$ cat src/rtl/kb_pkg.sv
// Shared types and helpers for the keypad matrix scanner and the calculator FSM
// that consumes its key codes.
package kb_pkg;

  typedef enum logic [1:0] {
    S_IDLE  = 2'd0,
    S_HELD  = 2'd1,
    S_MULTI = 2'd2
  } kb_state_t;

  // Width of a linear key code row*COLS+col; never narrower than one bit.
  function automatic int kw(input int rows, input int cols);
    return (rows * cols > 1) ? $clog2(rows * cols) : 1;
  endfunction

  // Nibble i is the calculator code for 4x4 key i:
  // 0-9 digits, A '+', B '-', C '*', D '/', E '=', F clear.
  localparam logic [63:0] KEY_BCD_4X4 = 64'hDE0F_C987_B654_A321;

  function automatic logic [3:0] key_bcd_4x4(input logic [3:0] code);
    return KEY_BCD_4X4[{code, 2'b00} +: 4];
  endfunction

endpackage

$ cat src/rtl/kb_frame_debounce.sv
// Whole-frame debouncer: a matrix snapshot is accepted once it has been seen
// on DEBOUNCE_SCANS consecutive frames.
module kb_frame_debounce
  import kb_pkg::*;
#(
  parameter int N              = 16,
  parameter int DEBOUNCE_SCANS = 4
) (
  input  logic         clk,
  input  logic         resetn,
  input  logic         clr,
  input  logic         frame_valid,
  input  logic [N-1:0] frame,
  output logic [N-1:0] deb_state,
  output logic         deb_tick
);

  localparam int CNTW = $clog2(DEBOUNCE_SCANS);
  localparam logic [CNTW-1:0] CNT_TOP = CNTW'(DEBOUNCE_SCANS - 1);

  logic [N-1:0]    prev_reg;
  logic [CNTW-1:0] cnt_reg;
  logic [CNTW-1:0] cnt_next;
  logic            same;

  assign same = (frame == prev_reg);

  // The count saturates so a long-stable matrix keeps refreshing deb_state.
  always_comb begin
    cnt_next = cnt_reg;
    if (!same) begin
      cnt_next = '0;
    end else if (cnt_reg != CNT_TOP) begin
      cnt_next = cnt_reg + CNTW'(1);
    end
  end

  always_ff @(posedge clk or negedge resetn) begin
    if (!resetn) begin
      prev_reg  <= '0;
      cnt_reg   <= '0;
      deb_state <= '0;
      deb_tick  <= 1'b0;
    end else if (clr) begin
      prev_reg  <= '0;
      cnt_reg   <= '0;
      deb_state <= '0;
      deb_tick  <= 1'b0;
    end else begin
      deb_tick <= frame_valid;
      if (frame_valid) begin
        prev_reg <= frame;
        cnt_reg  <= cnt_next;
        if (cnt_next == CNT_TOP) begin
          deb_state <= frame;
        end
      end
    end
  end

endmodule

$ cat src/rtl/kb_matrix_scanner.sv
// ROWS x COLS key matrix scanner: column drive, row sampling, frame debounce,
// single-key FSM with optional auto-repeat, and a valid/ready key-code output.
module kb_matrix_scanner
  import kb_pkg::*;
#(
  parameter int ROWS           = 4,
  parameter int COLS           = 4,
  parameter int SCAN_DIV       = 256,
  parameter int DEBOUNCE_SCANS = 4,
  parameter int REPEAT_EN      = 0,
  parameter int REPEAT_DELAY   = 32,
  parameter int REPEAT_RATE    = 8,
  localparam int KW            = kw(ROWS, COLS)
) (
  input  logic            clk,
  input  logic            resetn,
  input  logic            en,
  input  logic [ROWS-1:0] row_in,
  output logic [COLS-1:0] col_out,
  output logic [KW-1:0]   key_code,
  output logic            key_valid,
  input  logic            key_ready,
  output logic            key_held,
  output logic            multi_key,
  output logic            overflow,
  input  logic            ovf_clr
);

  localparam int N  = ROWS * COLS;
  localparam int CW = $clog2(COLS);
  localparam int DW = $clog2(SCAN_DIV);
  localparam int RW = 16;

  logic [ROWS-1:0] row_meta_reg, row_sync_reg;

  always_ff @(posedge clk or negedge resetn) begin
    if (!resetn) begin
      row_meta_reg <= '1;
      row_sync_reg <= '1;
    end else begin
      row_meta_reg <= row_in;
      row_sync_reg <= row_meta_reg;
    end
  end

  // active_reg delays scanning by one cycle after en rises so column 0 gets a full slot.
  logic          active_reg;
  logic [DW-1:0] div_reg;
  logic [CW-1:0] col_reg;
  logic          slot_last, frame_end;

  assign slot_last = active_reg && en && (div_reg == DW'(SCAN_DIV - 1));
  assign frame_end = slot_last && (col_reg == CW'(COLS - 1));

  always_ff @(posedge clk or negedge resetn) begin
    if (!resetn) begin
      active_reg <= 1'b0;
      div_reg    <= '0;
      col_reg    <= '0;
    end else begin
      active_reg <= en;
      if (!en) begin
        div_reg <= '0;
        col_reg <= '0;
      end else if (active_reg) begin
        if (slot_last) begin
          div_reg <= '0;
          col_reg <= frame_end ? '0 : col_reg + CW'(1);
        end else begin
          div_reg <= div_reg + DW'(1);
        end
      end
    end
  end

  for (genvar gi = 0; gi < COLS; gi++) begin : g_col_drive
    assign col_out[gi] = !(active_reg && (col_reg == CW'(gi)));
  end

  // frame_cur merges the column being sampled into the partial snapshot, so at
  // frame_end it already holds the complete matrix (1 = key closed).
  logic [N-1:0] snap_reg, frame_cur;

  for (genvar gi = 0; gi < ROWS; gi++) begin : g_row
    for (genvar gj = 0; gj < COLS; gj++) begin : g_col
      assign frame_cur[gi*COLS+gj] = (slot_last && (col_reg == CW'(gj))) ?
                                     !row_sync_reg[gi] : snap_reg[gi*COLS+gj];
    end
  end

  always_ff @(posedge clk or negedge resetn) begin
    if (!resetn) begin
      snap_reg <= '0;
    end else if (!en) begin
      snap_reg <= '0;
    end else begin
      snap_reg <= frame_cur;
    end
  end

  logic [N-1:0] deb_state;
  logic         deb_tick;

  kb_frame_debounce #(
    .N              (N),
    .DEBOUNCE_SCANS (DEBOUNCE_SCANS)
  ) u_debounce (
    .clk         (clk),
    .resetn      (resetn),
    .clr         (!en),
    .frame_valid (frame_end),
    .frame       (frame_cur),
    .deb_state   (deb_state),
    .deb_tick    (deb_tick)
  );

  logic          keys_none, keys_one;
  logic [KW-1:0] deb_code;

  assign keys_none = (deb_state == '0);
  assign keys_one  = !keys_none && ((deb_state & (deb_state - N'(1))) == '0);

  always_comb begin
    deb_code = '0;
    for (int i = 0; i < N; i++) begin
      if (deb_state[i]) begin
        deb_code = KW'(i);
      end
    end
  end

  kb_state_t     state_reg, state_next;
  logic [KW-1:0] held_code_reg, held_code_next;
  logic [RW-1:0] rep_cnt_reg, rep_cnt_next;
  logic          ev_fire;

  always_ff @(posedge clk or negedge resetn) begin
    if (!resetn) begin
      state_reg     <= S_IDLE;
      held_code_reg <= '0;
      rep_cnt_reg   <= '0;
    end else if (!en) begin
      state_reg     <= S_IDLE;
      held_code_reg <= '0;
      rep_cnt_reg   <= '0;
    end else begin
      state_reg     <= state_next;
      held_code_reg <= held_code_next;
      rep_cnt_reg   <= rep_cnt_next;
    end
  end

  // rep_cnt_reg counts down the frames left until the next repeat event.
  always_comb begin
    state_next     = state_reg;
    held_code_next = held_code_reg;
    rep_cnt_next   = rep_cnt_reg;
    ev_fire        = 1'b0;
    if (deb_tick) begin
      case (state_reg)
        S_IDLE: begin
          if (keys_one) begin
            ev_fire        = 1'b1;
            state_next     = S_HELD;
            held_code_next = deb_code;
            rep_cnt_next   = RW'(REPEAT_DELAY);
          end else if (!keys_none) begin
            state_next = S_MULTI;
          end
        end
        S_HELD: begin
          if (keys_none) begin
            state_next = S_IDLE;
          end else if (!keys_one || (deb_code != held_code_reg)) begin
            state_next = S_MULTI;
          end else if (REPEAT_EN != 0) begin
            if (rep_cnt_reg <= RW'(1)) begin
              ev_fire      = 1'b1;
              rep_cnt_next = RW'(REPEAT_RATE);
            end else begin
              rep_cnt_next = rep_cnt_reg - RW'(1);
            end
          end
        end
        S_MULTI: begin
          if (keys_none) begin
            state_next = S_IDLE;
          end
        end
        default: state_next = S_IDLE;
      endcase
    end
  end

  assign key_held  = (state_reg == S_HELD);
  assign multi_key = (state_reg == S_MULTI);

  // An event loads if the slot is free or is being freed this very cycle;
  // otherwise it is dropped and the pending code is preserved.
  logic ev_accept;
  assign ev_accept = ev_fire && (!key_valid || key_ready);

  always_ff @(posedge clk or negedge resetn) begin
    if (!resetn) begin
      key_valid <= 1'b0;
      key_code  <= '0;
      overflow  <= 1'b0;
    end else begin
      if (ev_accept) begin
        key_valid <= 1'b1;
        key_code  <= deb_code;
      end else if (key_ready) begin
        key_valid <= 1'b0;
      end
      if (ev_fire && !ev_accept) begin
        overflow <= 1'b1;
      end else if (ovf_clr) begin
        overflow <= 1'b0;
      end
    end
  end

endmodule

$ cat config.mk
export PLATFORM = sky130hd
export DESIGN_NAME = kb_matrix_scanner
export DESIGN_NICKNAME = d
export VERILOG_FILES = /design/src/rtl/kb_pkg.sv /design/src/rtl/kb_frame_debounce.sv /design/src/rtl/kb_matrix_scanner.sv
export SDC_FILE = /design/constraint.sdc
export NUM_CORES = 1
export LEC_CHECK = 0
export CAP_MARGIN = 20
export CORE_MARGIN = 3
export CORE_UTILIZATION = 52
export CTS_CLUSTER_DIAMETER = 50
export DETAILED_ROUTE_END_ITERATION = 10
export DONT_BUFFER_PORTS = 1
export PLACE_DENSITY = 0.67
export SLEW_MARGIN = 20
export SYNTH_ARGS = -nofsm -noshare
export SYNTH_HDL_FRONTEND = slang
export SYNTH_HIERARCHICAL = 1
export SYNTH_SLANG_ARGS = --single-unit
$ cat constraint.sdc
create_clock -name clk -period 5.88 [get_ports clk]
set_clock_uncertainty 0.05 [all_clocks]
set_input_delay 0 -clock clk [delete_from_list [all_inputs] [get_ports clk]]
set_output_delay 0 -clock clk [all_outputs]
set_load 0.03 [all_outputs]
==> impl_metrics.env <==
export IMPL_cp_required_ns=6.10
export IMPL_hold_ws_ns=0.115
export IMPL_grt_max_degree=83
export IMPL_htreeDepth=3
export IMPL_grt_overflow_total=0
export IMPL_fin_util_pct=59.8
export IMPL_ys_seq_area_share_pct=47.0
export IMPL_setup_viol=0
export IMPL_via_per_inst=5.59
export IMPL_first_iter_violations=158
export IMPL_final_antenna_net_count=0
export IMPL_clock_path_buffers=2
export IMPL_crit_type="reg -> reg"
export IMPL_stdcell_area_um2=4760
export IMPL_post_route_min_period_ns=3.94
export IMPL_syn_to_final_growth_pct=8.49
export IMPL_synth_top_area_cell="dfrtp_1"
export IMPL_post_synth_top_count_cell="dfrtp_1"
export IMPL_crit_family="simple AND/OR/NAND/NOR gates"
export IMPL_switching_share_pct=23.3
export IMPL_grtUsageTotal_pct=19.4
export IMPL_cts_setup_buffers=0
export IMPL_ys_warnings_count=6
export IMPL_worstPathCellList="inv_1 > nor3_1 > nand3_1 > mux2i_1 > xnor2_1 > nand4_1 > nor4_2 > and3_1 > mux2i_1"
export IMPL_power_density_nw_per_um2=227
export IMPL_grt_pass1_vias=2908
export IMPL_avgRoutedWirePerCell_um=16.8
export IMPL_p_clk_share_pct=43.7
export IMPL_seqPwrFrac_pct=53.3
export IMPL_synthTopCellsByCount="dfrtp_1, mux2i_1, nor2_1"
export IMPL_drv_slew=0
export IMPL_max_slew_margin_pct=32.5
export IMPL_dr_total_vias=2976
export IMPL_finalCritPeriodShare_pct=67.0
export IMPL_cp_buffers_inverters=1
export IMPL_yosysUniqueCellTypes=62
export IMPL_routed_wirelength_mm=8.95
export IMPL_worst_slew_pin_slew_ns=1.01
export IMPL_finalNonFillerCells=532
export IMPL_dp_slack_ns=1.94
export IMPL_die_w_um=97.9
export IMPL_register_area_um2=2060
export IMPL_cts_buffers=9
export IMPL_pwr_share_comb_pct=3.1
export IMPL_p_switching_mw=0.252
export IMPL_synth_area_leaders="dfrtp_1, mux2i_1, nand2b_1, dfstp_2, nor2_1"
export IMPL_totalPowerFinal_mw=1.08
export IMPL_start_util_pct=55.1
export IMPL_drc=0
export IMPL_cts_sinks=82
export IMPL_fill_cells=662
export IMPL_postPlaceCellArea_um2=4410
export IMPL_fp_coreArea_um2=7970
export IMPL_cp_slowest_stage_delay_ns=0.84
export IMPL_cts_clk_slew_worst_paths_ns=0.09
export IMPL_drive_gt1_share_pct=10.0
export IMPL_cp_max_fo=16
export IMPL_p_int_mw=0.828
export IMPL_min_path_type="in -> reg"
export IMPL_synth_seq_cells=82
export IMPL_portBuffers=0
export IMPL_insertedDiodeCount=0
export IMPL_dr_pass1_iters=4
export IMPL_die_area_um2=9580
export IMPL_fp_row_count=32
export IMPL_finalHoldViolCount=0
export IMPL_io_pins=21
export IMPL_fin_nets=439
export IMPL_gp_congestion=0.841
export IMPL_syn_area_um2=4390
export IMPL_cts_root_buf="clkbuf_8"
export IMPL_dp_cells=506
export IMPL_synth_top_area_share_pct=42.2
export IMPL_setup_ws_ns=1.94
export IMPL_die_h_um=97.9
export IMPL_fmax_mhz=254
export IMPL_cp_arrival_ns=4.16
export IMPL_synth_cells=421
export IMPL_vdd_drop_max_v=0.000123
export IMPL_fin_setup_tns_ns=0
export IMPL_slowest_stage="and3_1"
export IMPL_yosys_most_used_dff="dfrtp_1"
export IMPL_crit_top_cell="mux2i_1"
export IMPL_grt_pass1_wl_mm=15.0
export IMPL_dp_hpwl_mm=5.92
export IMPL_start_kind="register"
export IMPL_cts_tree="built"
export IMPL_synth_edf_count=0
export IMPL_rsz0062_at_grt="false"
export IMPL_syn_area_per_cell_um2=10.4
export IMPL_status="completed"
export IMPL_cp_end_kind="register"
export IMPL_syn_num_nets=435
export IMPL_antenna_found_initial=0
export IMPL_maxCapViolCount=0
export IMPL_p_leak_nw=2.14
export IMPL_clock_latency_ns=0.35
export IMPL_multi_input_area_um2=2120
export IMPL_async_flop_share_pct=100
-- tightest hold or removal path, stage by stage --
cell and delay [ns]:
inv_1 0.02, buf_4 0.30, nor2_1 0.16
-- power by group through the flow --
stage          clock network (mW)  logic [mW]  registers [mW]
2_1_floorplan                   0      0.0145           0.583
3_3_place_gp                    0      0.0144           0.586
3_5_place_dp                    0      0.0144           0.586
4_1_cts                     0.485      0.0347           0.575
5_1_grt                     0.506      0.0379           0.576
6_report                    0.472      0.0332           0.575
-- timing repair --
action	4_1_cts	5_1_grt
hold buffers	10	0
resized for setup	0	0
hold endpoints to repair	111	0
-- cells by family after synthesis --
| family | count (synthesis) | synth area share [%] |
|---|---|---|
| and+or+nand+nor | 164 | 21.1 |
| DFF | 82 | 47.0 |
| AOI/OAI and AO/OA | 52 | 8.84 |
| muxes | 51 | 12.1 |
| buffers and inverters | 43 | 4.65 |
| xor gates and xnor gates | 21 | 4.19 |
| adders and majority gates | 8 | 2.19 |
-- path summary, 6_finish.rpt --
| kind | cells past startpoint | to | start | slack (ns) |
|---|---|---|---|---|
| worst max-delay path | 9 | u_debounce/deb_state[1] | active_reg | 1.94 |
| worst min-delay path | 3 | u_debounce/prev_reg[0] | en | 0.11 |
| worst max register to register | 9 | u_debounce/deb_state[1] | active_reg | 1.94 |
| worst min register to register | 0 | row_sync_reg[1] | row_meta_reg[1] | 0.31 |
| max in group asynchronous | 2 | row_sync_reg[2] | resetn | 5.26 |
| min in group asynchronous | 2 | div_reg[6] | resetn | 0.15 |
-- layer usage --
metal	part of all wire, %	global-route usage, %	vias up
met5	0	0	-
met4	1.5	6.50	0
met3	3.7	3.64	11
met2	49	31.1	57
met1	46	26.7	1449
li1	-	-	1459
-- layout make-up --
type,instances,area share (%)
clock buffers,9,2.60
clock inverters,7,2.23
inverters,25,1.97
well taps,102,2.68
flip-flops and latches,82,43.3
multi-input cells,296,44.6
repair buffers,11,2.63
-- cells in the final DEF (no fill, tap or decap), types with 5 or more instances in the layout --
cell / instances
nand4_1: 10
nor3_1: 5
dlygate4sd3_1: 9
a21o_1: 6
clkbuf_8: 9
and2_1: 17
nand3_1: 8
mux2i_1: 47
nand2b_1: 35
nor2_1: 43
ha_1: 5
o21ai_0: 5
nor4_1: 6
dfstp_2: 8
a21oi_1: 13
inv_1: 25
xnor2_1: 18
nand2_1: 18
dfrtp_1: 74
No activity file was read; power rests on OpenSTA's default activity.
